<file path="src/rtl/usb_rx_stp_if.sv">
// ============================================================================
// Module  : usb_rx_stp_if
// Brief   : Bit-level receive bus between the line monitor and usb_rx_stp.
// Revision: 1.0 - initial release
// ============================================================================
`default_nettype none

interface usb_rx_stp_if;
  logic       d_bit;
  logic       shift_en;
  logic       eop;
  logic [7:0] rx_byte;
  logic       byte_ready;
  logic       sync_found;
  logic       stuff_err;
  logic       align_err;
  logic       pkt_active;

  // Line-monitor side: drives decoded bits and strobes.
  modport master (
    output d_bit, shift_en, eop,
    input  rx_byte, byte_ready, sync_found, stuff_err, align_err, pkt_active
  );

  // Receiver side.
  modport slave (
    input  d_bit, shift_en, eop,
    output rx_byte, byte_ready, sync_found, stuff_err, align_err, pkt_active
  );
endinterface

`default_nettype wire

</file>
<file path="src/rtl/usb_rx_stp.sv">
// ============================================================================
// Module  : usb_rx_stp
// Brief   : USB receive SYNC hunt, bit de-stuffing and MSB-first byte assembly.
// Revision: 1.0 - initial release
// ============================================================================
`default_nettype none

module usb_rx_stp #(
  parameter logic [7:0] SYNC_BYTE = 8'b0000_0001,
  parameter int         STUFF_LEN = 6
) (
  input  wire logic   clk,
  input  wire logic   n_rst,
  usb_rx_stp_if.slave bus
);

  localparam int                  c_ONES_W = $clog2(STUFF_LEN + 1);
  localparam logic [c_ONES_W-1:0] c_STUFF  = c_ONES_W'(STUFF_LEN);
  localparam logic [c_ONES_W-1:0] c_ONE    = c_ONES_W'(1);

  typedef enum logic [1:0] {
    S_IDLE = 2'd0,
    S_RECV = 2'd1,
    S_ERR  = 2'd2
  } state_t;

  state_t              r_state;
  state_t              w_state_nxt;
  logic [7:0]          r_window,   w_window_nxt;
  logic [7:0]          r_asm,      w_asm_nxt;
  logic [2:0]          r_bit_cnt,  w_bit_cnt_nxt;
  logic [c_ONES_W-1:0] r_ones,     w_ones_nxt;
  logic [7:0]          r_rx_byte,  w_rx_byte_nxt;
  logic                r_byte_ready, w_byte_ready_nxt;
  logic                r_sync_found, w_sync_found_nxt;
  logic                r_stuff_err,  w_stuff_err_nxt;
  logic                r_align_err,  w_align_err_nxt;
  logic                r_pkt_active, w_pkt_active_nxt;

  logic [7:0]          w_win_shift;
  logic [7:0]          w_asm_shift;

  assign w_win_shift = {r_window[6:0], bus.d_bit};
  assign w_asm_shift = {r_asm[6:0],    bus.d_bit};

  always_ff @(posedge clk or negedge n_rst) begin
    if (!n_rst) begin
      r_state <= S_IDLE;
    end else begin
      r_state <= w_state_nxt;
    end
  end

  always_comb begin
    w_state_nxt      = r_state;
    w_window_nxt     = r_window;
    w_asm_nxt        = r_asm;
    w_bit_cnt_nxt    = r_bit_cnt;
    w_ones_nxt       = r_ones;
    w_rx_byte_nxt    = r_rx_byte;
    w_byte_ready_nxt = 1'b0;
    w_sync_found_nxt = 1'b0;
    w_stuff_err_nxt  = 1'b0;
    w_align_err_nxt  = 1'b0;

    case (r_state)
      S_IDLE: begin
        if (bus.eop) begin
          w_window_nxt = 8'h00;
        end else if (bus.shift_en) begin
          w_window_nxt = w_win_shift;
          if (w_win_shift == SYNC_BYTE) begin
            w_state_nxt      = S_RECV;
            w_sync_found_nxt = 1'b1;
            w_bit_cnt_nxt    = 3'd0;
            // The last SYNC bit is a one and already counts toward the run.
            w_ones_nxt       = c_ONE;
            w_asm_nxt        = 8'h00;
          end
        end
      end

      S_RECV: begin
        if (bus.eop) begin
          w_align_err_nxt = (r_bit_cnt != 3'd0);
          w_state_nxt     = S_IDLE;
          w_window_nxt    = 8'h00;
          w_asm_nxt       = 8'h00;
          w_bit_cnt_nxt   = 3'd0;
          w_ones_nxt      = '0;
        end else if (bus.shift_en) begin
          if (r_ones == c_STUFF) begin
            if (bus.d_bit) begin
              w_stuff_err_nxt = 1'b1;
              w_state_nxt     = S_ERR;
              w_window_nxt    = 8'h00;
              w_asm_nxt       = 8'h00;
              w_bit_cnt_nxt   = 3'd0;
              w_ones_nxt      = '0;
            end else begin
              w_ones_nxt = '0;
            end
          end else begin
            w_asm_nxt  = w_asm_shift;
            w_ones_nxt = bus.d_bit ? (r_ones + c_ONE) : '0;
            if (r_bit_cnt == 3'd7) begin
              w_bit_cnt_nxt    = 3'd0;
              w_rx_byte_nxt    = w_asm_shift;
              w_byte_ready_nxt = 1'b1;
            end else begin
              w_bit_cnt_nxt = r_bit_cnt + 3'd1;
            end
          end
        end
      end

      S_ERR: begin
        if (bus.eop) begin
          w_state_nxt  = S_IDLE;
          w_window_nxt = 8'h00;
        end
      end

      default: begin
        w_state_nxt  = S_IDLE;
        w_window_nxt = 8'h00;
      end
    endcase

    w_pkt_active_nxt = (w_state_nxt == S_RECV);
  end

  always_ff @(posedge clk or negedge n_rst) begin
    if (!n_rst) begin
      r_window     <= 8'h00;
      r_asm        <= 8'h00;
      r_bit_cnt    <= 3'd0;
      r_ones       <= '0;
      r_rx_byte    <= 8'h00;
      r_byte_ready <= 1'b0;
      r_sync_found <= 1'b0;
      r_stuff_err  <= 1'b0;
      r_align_err  <= 1'b0;
      r_pkt_active <= 1'b0;
    end else begin
      r_window     <= w_window_nxt;
      r_asm        <= w_asm_nxt;
      r_bit_cnt    <= w_bit_cnt_nxt;
      r_ones       <= w_ones_nxt;
      r_rx_byte    <= w_rx_byte_nxt;
      r_byte_ready <= w_byte_ready_nxt;
      r_sync_found <= w_sync_found_nxt;
      r_stuff_err  <= w_stuff_err_nxt;
      r_align_err  <= w_align_err_nxt;
      r_pkt_active <= w_pkt_active_nxt;
    end
  end

  assign bus.rx_byte    = r_rx_byte;
  assign bus.byte_ready = r_byte_ready;
  assign bus.sync_found = r_sync_found;
  assign bus.stuff_err  = r_stuff_err;
  assign bus.align_err  = r_align_err;
  assign bus.pkt_active = r_pkt_active;

endmodule

`default_nettype wire
</file>
<file path="src/flat_wrapper.sv">
// flat-port wrapper written by rule: the top's interface ports become plain ports
module usb_rx_stp_flat 
#(
  parameter logic [7:0] SYNC_BYTE = 8'b0000_0001,
  parameter int         STUFF_LEN = 6
)
  (clk, n_rst, bus_d_bit, bus_shift_en, bus_eop, bus_rx_byte, bus_byte_ready, bus_sync_found, bus_stuff_err, bus_align_err, bus_pkt_active);
  usb_rx_stp_if bus_i ();
  input  wire logic clk;
  input  wire logic n_rst;
  input wire logic [$bits(bus_i.d_bit)-1:0] bus_d_bit;
  input wire logic [$bits(bus_i.shift_en)-1:0] bus_shift_en;
  input wire logic [$bits(bus_i.eop)-1:0] bus_eop;
  output wire logic [$bits(bus_i.rx_byte)-1:0] bus_rx_byte;
  output wire logic [$bits(bus_i.byte_ready)-1:0] bus_byte_ready;
  output wire logic [$bits(bus_i.sync_found)-1:0] bus_sync_found;
  output wire logic [$bits(bus_i.stuff_err)-1:0] bus_stuff_err;
  output wire logic [$bits(bus_i.align_err)-1:0] bus_align_err;
  output wire logic [$bits(bus_i.pkt_active)-1:0] bus_pkt_active;
  assign bus_i.d_bit = bus_d_bit;
  assign bus_i.shift_en = bus_shift_en;
  assign bus_i.eop = bus_eop;
  assign bus_rx_byte = bus_i.rx_byte;
  assign bus_byte_ready = bus_i.byte_ready;
  assign bus_sync_found = bus_i.sync_found;
  assign bus_stuff_err = bus_i.stuff_err;
  assign bus_align_err = bus_i.align_err;
  assign bus_pkt_active = bus_i.pkt_active;
  usb_rx_stp #(.SYNC_BYTE(SYNC_BYTE), .STUFF_LEN(STUFF_LEN)) u_core (.clk(clk), .n_rst(n_rst), .bus(bus_i));
endmodule
</file>
<file path="config.mk">
export PLATFORM = sky130hd
export DESIGN_NAME = usb_rx_stp_flat
export DESIGN_NICKNAME = d
export VERILOG_FILES = /design/src/rtl/usb_rx_stp_if.sv /design/src/rtl/usb_rx_stp.sv /design/src/flat_wrapper.sv
export SDC_FILE = /design/constraint.sdc
export NUM_CORES = 1
export LEC_CHECK = 0
export BUFFER_PORTS_ARGS = -buffer_cell sky130_fd_sc_hd__buf_4
export CAP_MARGIN = 10
export CORE_UTILIZATION = 44
export CTS_CLUSTER_SIZE = 24
export DETAILED_ROUTE_END_ITERATION = 8
export GPL_ROUTABILITY_DRIVEN = 0
export PLACE_DENSITY = 0.61
export SYNTH_ARGS = -nofsm -noshare
export SYNTH_HDL_FRONTEND = slang
export SYNTH_SLANG_ARGS = --single-unit
</file>
<file path="constraint.sdc">
create_clock -name clk -period 3.15 [get_ports clk]
set_input_delay 0.315 -clock clk [delete_from_list [all_inputs] [get_ports clk]]
set_output_delay 0.315 -clock clk [all_outputs]
set_load 0.02 [all_outputs]
</file>
Yosys cells after proc, flatten, opt, wreduce, memory -nomap -nowiden
Index checks and enable logic that the tools add are counted.
W data, S select, Z words.
{"block": "op_classes", "n_bitwise": 2, "n_mul": 0, "n_eq_ne": 15, "reduce_logical": 7, "n_addsub": 2, "mux": 57, "n_shift": 0, "magnitude_cmp": 0, "div_mod_pow": 0}
{"op": "$mux W7", "n": 13}
{"op": "$mux W3", "n": 15}
{"op": "$pmux W7 S3", "n": 1}
{"op": "$mux W1", "n": 16}
{"op": "$mux W2", "n": 8}
{"op": "$reduce_and A5 Y1", "n": 3}
{"op": "$pmux W7 S2", "n": 1}
{"op": "$pmux W3 S2", "n": 2}
{"op": "$ne A3 B3 Y1 const B", "n": 3}
{"op": "$eq A8 B1 Y1 const B", "n": 1}
{"op": "$add A3 B1 Y3 const B", "n": 2}
{"op": "$eq A3 B3 Y1 const B", "n": 2}
{"op": "$ne A2 B2 Y1 const B", "n": 3}
{"op": "$pmux W2 S3", "n": 1}
{"op": "$reduce_and A6 Y1", "n": 1}
{"op": "$eq A2 B1 Y1 const B", "n": 2}
{"op": "$ne A4 B4 Y1 const B", "n": 1}
{"op": "$ne A3 B2 Y1 const B", "n": 1}
{"op": "$reduce_bool A3 Y1", "n": 1}
{"op": "$eq A2 B2 Y1 const B", "n": 1}
{"op": "$logic_not A2 Y1", "n": 1}
{"op": "$ne A2 B1 Y1 const B", "n": 1}
{"op": "$not A1 Y1", "n": 2}
{"op": "$reduce_bool A2 Y1", "n": 1}
{"block": "word_totals", "ff_bits": 35, "in_bits": 5, "out_inout_bits": 13, "n_memories": 0, "rom_bits": 0, "latch_bits": 0, "word_cells": 94, "ram_bits": 0}

Depth between registers and ports, before layout
Gate-level depths: netlist (run 1).
{"block": "depth", "ltp_word": 6, "depth_mapped": 7, "ltp_nobuf": 6}

Least setup slack after synthesis (run 1)
OpenSTA, ideal clock, no wires.
{"block": "synth_timing", "path_kind": "reg-to-reg", "start": "reg u_core.r_ones[0]", "end": "reg u_core.r_rx_byte[0] (netlist: u_core.bus.rx_byte[0])", "period_less_slack_ps": 1542, "t_required_ps": 3025, "n_path_buf": 1, "stages_incl_launch_ff": 8, "path_slack_ps": 1608, "t_arrival_ps": 1417, "setup_time_ps": 125, "cell_sequence": "dfrtp_1 inv_1 ha_1 nand2_1 and3_1 buf_6 nand2_8 mux2_4"}
{"block": "synth_between", "elab_chain_cells": 3}
{"item": "start, declared", "line_no": "usb_rx_stp.sv:32", "rtl": "logic [c_ONES_W-1:0] r_ones, w_ones_nxt;"}
{"item": "start signal, assigned", "line_no": "usb_rx_stp.sv:149", "rtl": "r_ones <= w_ones_nxt;"}
{"item": "$eq A3 B3 Y1", "line_no": "usb_rx_stp.sv:92", "rtl": "if (r_ones == c_STUFF) begin"}
{"item": "$not A1 Y1 (no line)"}
{"item": "$reduce_and A5 Y1 (no line)"}
{"item": "end signal, assigned", "line_no": "usb_rx_stp.sv:150", "rtl": "r_rx_byte <= w_rx_byte_nxt;"}
{"item": "end, declared", "line_no": "usb_rx_stp.sv:33", "rtl": "logic [7:0] r_rx_byte, w_rx_byte_nxt;"}
No other way between the ends.
A chain may end at the register's enable or synchronous reset.

Final worst setup path (run 1)
{"block": "layout_timing", "start": "reg u_core.r_ones[0]", "end": "reg u_core.r_rx_byte[7] (netlist: u_core.bus.rx_byte[7])"}
The elaborated chain is that of the path after synthesis.

==> results of run 1 <==
-- synth_stat cells --
| cell type | n |
|---|---|
| nor3b_2 | 1 |
| nand2_8 | 1 |
| nand2b_1 | 1 |
| a21boi_0 | 1 |
| nand3_1 | 3 |
| nor3_1 | 2 |
| a21o_1 | 2 |
| mux2_2 | 1 |
| nor4_1 | 1 |
| nor2_1 | 6 |
| nand2_1 | 8 |
| nor2b_1 | 3 |
| a31oi_1 | 2 |
| o21ai_2 | 1 |
| ha_1 | 5 |
| mux2_4 | 8 |
| o22ai_1 | 3 |
| nor3b_1 | 1 |
| nor4bb_1 | 1 |
| a21oi_1 | 3 |
| inv_1 | 5 |
| or2_1 | 1 |
| and4b_1 | 1 |
| or2_2 | 2 |
| buf_6 | 2 |
| buf_2 | 1 |
| a22o_1 | 15 |
| o21ai_0 | 1 |
| dfrtp_1 | 35 |
| and3_1 | 3 |
-- registers in the layout (all words and copies together) (netlist names) --
name,flops
u_core.r_ones,3
u_core.bus.pkt_active,1
u_core.r_asm,7
u_core.bus.align_err,1
u_core.bus.byte_ready,1
u_core.r_state,2
u_core.bus.rx_byte,8
u_core.r_bit_cnt,3
u_core.r_window,7
u_core.bus.sync_found,1
u_core.bus.stuff_err,1
-- worst max-delay path, delay by kind of cell, from the launching register on --
| family | cells | cell delay, ps |
|---|---|---|
| multiplexers | 1 | 310 |
| adder cells (fa/ha/maj) | 1 | 220 |
| AND/OR/NAND/NOR | 3 | 760 |
| buffers and inverters | 1 | 60 |
| flip-flops | 1 | 380 |
-- power by group --
group | switching [mW] | internal, mW | total, mW
registers | 0.0144 | 0.465 | 0.479
logic | 0.0452 | 0.0306 | 0.0758
clock network | 0.147 | 0.103 | 0.251
total | 0.207 | 0.599 | 0.806
-- cell families (layout without fill, tap and decap cells) --
kind of cell               after synthesis  count (layout)
DFF                                     35              35
and+or+nand+nor                         35              35
AOI/OAI and AO/OA                       28              28
muxes                                    9               9
buffers and inverters                    8              30
adders and majority gates                5               5
-- placed cells by master (no fill, tap or decap), types with 2 or more instances in the layout --
cell type and count:
inv_1 5, a22o_1 15, a21oi_1 3, a21o_1 2, o22ai_1 3, nand3_1 3
and3_1 3, nor2_1 6, a31oi_1 2, clkbuf_4 5, or2_2 2, buf_4 17
nand2_1 8, nor2b_1 3, mux2_4 8, ha_1 5, dfrtp_1 35, nor3_1 2
-- what timing repair did --
action | CTS | global route
endpoints found under the setup margin | 0 | 0
hold buffers | 1 | 0
endpoints found under the hold margin | 35 | 0
-- metal layers --
| metal | share of wire | track usage | vias to the layer above |
|---|---|---|---|
| li1 | - | - | 474 |
| met1 | 0.50 | 0.222 | 479 |
| met2 | 0.42 | 0.194 | 25 |
| met3 | 0.046 | 0.0420 | 8 |
| met4 | 0.032 | 0.117 | 0 |
| met5 | 0 | 0 | - |
-- final timing paths --
kind                                   from               endpoint  slack (ps)  cells after the start
min in group asynchronous             n_rst  u_core.bus.rx_byte[6]         440                      2
max                        u_core.r_ones[0]  u_core.bus.rx_byte[7]        1310                      6
min                                 bus_eop      u_core.r_state[1]         200                      2
max reg2reg                u_core.r_ones[0]  u_core.bus.rx_byte[7]        1310                      6
min reg2reg                 u_core.r_asm[6]        u_core.r_asm[6]         520                      1
max in group asynchronous             n_rst   u_core.bus.align_err        2410                      2
-- final cells by class --
| class | count | area (sq um) | area share |
|---|---|---|---|
| Tap cell | 46 | 57.6 | 0.0327 |
| Clock inverter | 1 | 5.00 | 0.00284 |
| Timing Repair Buffer | 18 | 138 | 0.0782 |
| Sequential cell | 35 | 876 | 0.498 |
| Clock buffer | 6 | 51.3 | 0.0291 |
| Multi-Input combinational cell | 77 | 614 | 0.349 |
| Inverter | 5 | 18.8 | 0.0107 |
-- stage by stage --
step | setup WS [ps] | hold slack [ps]
CTS | 1290 | 185
global placement | 1360 | 283
finish | 1310 | 196
global route | 1150 | 207
detailed placement | 1310 | 287
floorplan | 1610 | 19.4
==> results_dict.tcl, run 1 <==
set metrics [dict create \
    max-slew-margin-rel 0.639 \
    drive_gt1_frac 0.268 \
    antenna_cells 0 \
    slew_violations 0 \
    power.leakage_nw 0.928 \
    synthAdderAreaFrac 0.0407 \
    start_util 0.460 \
    period_share 0.584 \
    fp.dieH_um 61.1 \
    power_mw 0.806 \
    final_nets 152 \
    synthXorXnorAreaFrac 0 \
    setup_violations 0 \
    cts.sinks 35 \
    ant_nets 0 \
    cts_setup_buffers 0 \
    initialDrtViolationCount 26 \
    dpl.cell_count 180 \
    clockRootBuffer "clkbuf_4" \
    grt_pass1_wl_mm 3.97 \
    placed_area_sq_um 1690 \
    core_sq_um 3340 \
    worst_clock_skew_ps 4.67 \
    max_stage_delay_ps 480 \
    clockBufferDepth 2 \
    synth-simple-area-share 0.134 \
    ys_ff_latch 35 \
    grt_overflow 0 \
    synth_cells 120 \
    finalCoreUtilization 0.528 \
    syn_area_sq_um 1540 \
    path_clk_slew_ps 100 \
    viasPerCell 5.24 \
    antenna_found_initial 0 \
    vias 986 \
    outcome "completed" \
    hpwlAfterDp_mm 1.75 \
    wl_per_cell_um 13.2 \
    peakVddDrop_mv 0.179 \
    critical_path_class "register to register" \
    grt_max_degree 36 \
    synth_top_area_cell "dfrtp_1" \
    grt_use_total 0.154 \
    cts-buffers-inserted 5 \
    place.port_buffers 17 \
    worstMarginPinSlew_ps 540 \
    rows 21 \
    drt_wl_total_mm 2.48 \
    cts_max_level 2 \
    synth.area.top_cells "dfrtp_1 57%, a22o_1 8.6%, mux2_4 7.8%, ha_1 4.1%, nand2_1 2.0%" \
    maxCapViolations 0 \
    synth_top_area_frac 0.570 \
    hold_viol 0 \
    muxShareOfSynthArea 0.0855 \
    yosysWarnings 0 \
    crit_slowest_cell "and3_1" \
    clock_latency_ps 340 \
    drt_first_pass_iters 4 \
    drc 0 \
    start_kind "register" \
    cp_max_fo 10 \
    endpoint_kind "register" \
    synth.distinct_cells 30 \
    first_global_vias 877 \
    power.density_nw_per_um2 458 \
    hold_path.class "input pin to register" \
    fin_cells 188 \
    rsz0062_at_grt "false" \
    synth_compound_area_frac 0.139 \
    worst_ep_arrival_time_ps 2080 \
    die_x_um 61.1 \
    area_growth_pct 14.6 \
    dieArea_sq_um 3730 \
    postSynthAreaPerCell_sq_um 12.8 \
    seq_area_frac_synth 0.570 \
    cts_tree "done" \
    synth_fp_nets 130 \
    cts-resized-gates 0 \
    synth_top_family_by_area "compound AO/OA/AOI/OAI gates" \
    timing.fmax_mhz 543 \
    setup_tns_ps 0 \
    cp_cell_sequence "inv_1 -> ha_1 -> nand2_1 -> and3_1 -> nand2_8 -> mux2_4" \
    finalCriticalPeriod_ps 1840 \
    finalInstanceArea_sq_um 1760 \
    fillers 288 \
    required_ps 3390 \
    io_pins 18 \
]
Power figures use the tool's default switching activity.
==> run 2, diff against run 1 <==
Clock period 3.15 ns to 1.7 ns, I/O delays scaled along.
==> run 2 against run 1 <==
Compared with the run above: final cell count increased by 4.3%; final area rose by 6.5%; global-route usage grew 1.3 points; via count up 5.6%; register-to-register slack worse by 1200 ps; worst setup slack lost 1200 ps; count of clock-buffer cells in the layout is the same; largest power group unchanged.
==> results_dict.tcl, run 2 (synthesized netlist as in run 1, its figures left out) <==
set metrics [dict create \
    cts_max_level 2 \
    initialDrtViolationCount 53 \
    drc 0 \
    dpl.cell_count 186 \
    worstMarginPinSlew_ps 461 \
    setup_violations 0 \
    cp_cell_sequence "nor4_4 -> and4b_2 -> or2_1 -> mux2_2" \
    slew_violations 0 \
    finalCriticalPeriod_ps 1630 \
    crit_slowest_cell "dfrtp_1" \
    start_util 0.460 \
    crit_family "simple AND/OR/NAND/NOR gates" \
    cts.sinks 35 \
    endpoint_kind "register" \
    place.port_buffers 17 \
    dieArea_sq_um 3730 \
    clockRootBuffer "clkbuf_4" \
    clock_latency_ps 340 \
    max-slew-margin-rel 0.692 \
    max_stage_delay_ps 440 \
    vias 1041 \
    die_x_um 61.1 \
    critical_path_depth 4 \
    required_ps 1930 \
    hold_viol 0 \
    viasPerCell 5.31 \
    hold_path.class "input pin to register" \
    finalCoreUtilization 0.562 \
    grt_overflow 0 \
    grt_max_degree 36 \
    io_pins 18 \
    power.leakage_nw 0.986 \
    drt_first_pass_iters 4 \
    core_sq_um 3340 \
    mostFrequentLayoutCells "35 x dfrtp_1, 24 x buf_4, 15 x a22o_1, 8 x nand2_1, 8 x mux2_4" \
    path_clk_slew_ps 110 \
    worst_clock_skew_ps 5.93 \
    grt_pass1_wl_mm 4.40 \
    cts-buffers-inserted 5 \
    finalInstanceArea_sq_um 1870 \
    drt_wl_total_mm 2.81 \
    start_kind "register" \
    final_common_cell "dfrtp_1" \
    period_share 0.956 \
    first_global_vias 916 \
    fp.dieH_um 61.1 \
    timing.fmax_mhz 615 \
    critical_path_class "register to register" \
    cts_tree "done" \
    hpwlAfterDp_mm 1.86 \
    grt_use_total 0.167 \
    ant_nets 0 \
    holdPathStages 2 \
    antenna_found_initial 0 \
    area_growth_pct 22.0 \
    antenna_cells 0 \
    reg2reg_depth 4 \
    fillers 277 \
    cp_max_fo 3 \
    rows 21 \
    maxCapViolations 0 \
    peakVddDrop_mv 0.519 \
    outcome "completed" \
    final_nets 159 \
    clockBufferDepth 2 \
    setup_tns_ps 0 \
    power.density_nw_per_um2 894 \
    wl_per_cell_um 14.3 \
    path_buf_inv 0 \
    largest_register_ffs 8 \
    drive_gt1_frac 0.347 \
    fin_cells 196 \
    worst_ep_arrival_time_ps 1850 \
    placed_area_sq_um 1740 \
]
run 2: cell types whose count changed in the layout (fill, tap and decap cells not counted):
cell       before  now
and4b_1         1    0
ha_1            5    4
bufinv_16       0    1
nor3b_2         1    2
nor4bb_1        1    0
ha_2            0    1
nor4bb_2        0    1
nor4_4          0    1
buf_4          17   24
nor3b_1         1    0
and3_1          3    2
and3_2          0    1
nor4_1          1    0
and4b_2         0    1
run 2: worst paths after layout:
kind / start / end / slack, ps
setup / recovery: u_core.r_window[4] / u_core.r_ones[1] / 70
hold / removal: bus_eop / u_core.r_state[1] / 50
setup reg to reg: u_core.r_window[4] / u_core.r_ones[1] / 70
hold reg to reg: u_core.r_asm[6] / u_core.r_asm[6] / 510
max in group asynchronous: n_rst / u_core.r_asm[0] / 1060
min in group asynchronous: n_rst / u_core.r_window[0] / 320
run 2: what timing repair did:
item | in CTS | in global routing
hold buffers | 1 | 0
endpoints found under the hold margin | 35 | 0
buffers inserted | 0 | 1
gates resized for setup | 0 | 7
endpoints found under the setup margin | 0 | 11
run 2: power by group:
group | leakage [nW] | switching [mW] | internal, mW
clock network | 0.0482 | 0.278 | 0.347
logic | 0.457 | 0.0916 | 0.0676
registers | 0.481 | 0.0283 | 0.862
total | 0.986 | 0.398 | 1.28
run 2: area by class of cell:
| cell class | count | area, sq um | area share |
|---|---|---|---|
| Multi-Input combinational cell | 77 | 646 | 0.344 |
| Inverter | 5 | 18.8 | 0.0100 |
| Tap cell | 46 | 57.6 | 0.0307 |
| Timing Repair Buffer | 25 | 190 | 0.101 |
| Clock inverter | 2 | 35.0 | 0.0187 |
| Clock buffer | 6 | 51.3 | 0.0274 |
| Sequential cell | 35 | 876 | 0.467 |
run 2: layer usage:
metal	global-route usage	up-vias	part of all wire
met5	0	-	0
li1	-	492	-
met1	0.239	514	0.49
met2	0.228	33	0.45
met4	0.0584	0	0.0046
met3	0.0693	2	0.054
run 2: stage by stage:
stage	total power, mW	setup WS (ps)	hold slack [ps]
6_report	1.67	74.9	49.1
5_1_grt	1.76	-33.4	40.2
4_1_cts	1.69	14.8	31.1
3_5_place_dp	1.06	42.0	150
3_3_place_gp	1.05	69.3	139
2_1_floorplan	0.994	158	-126
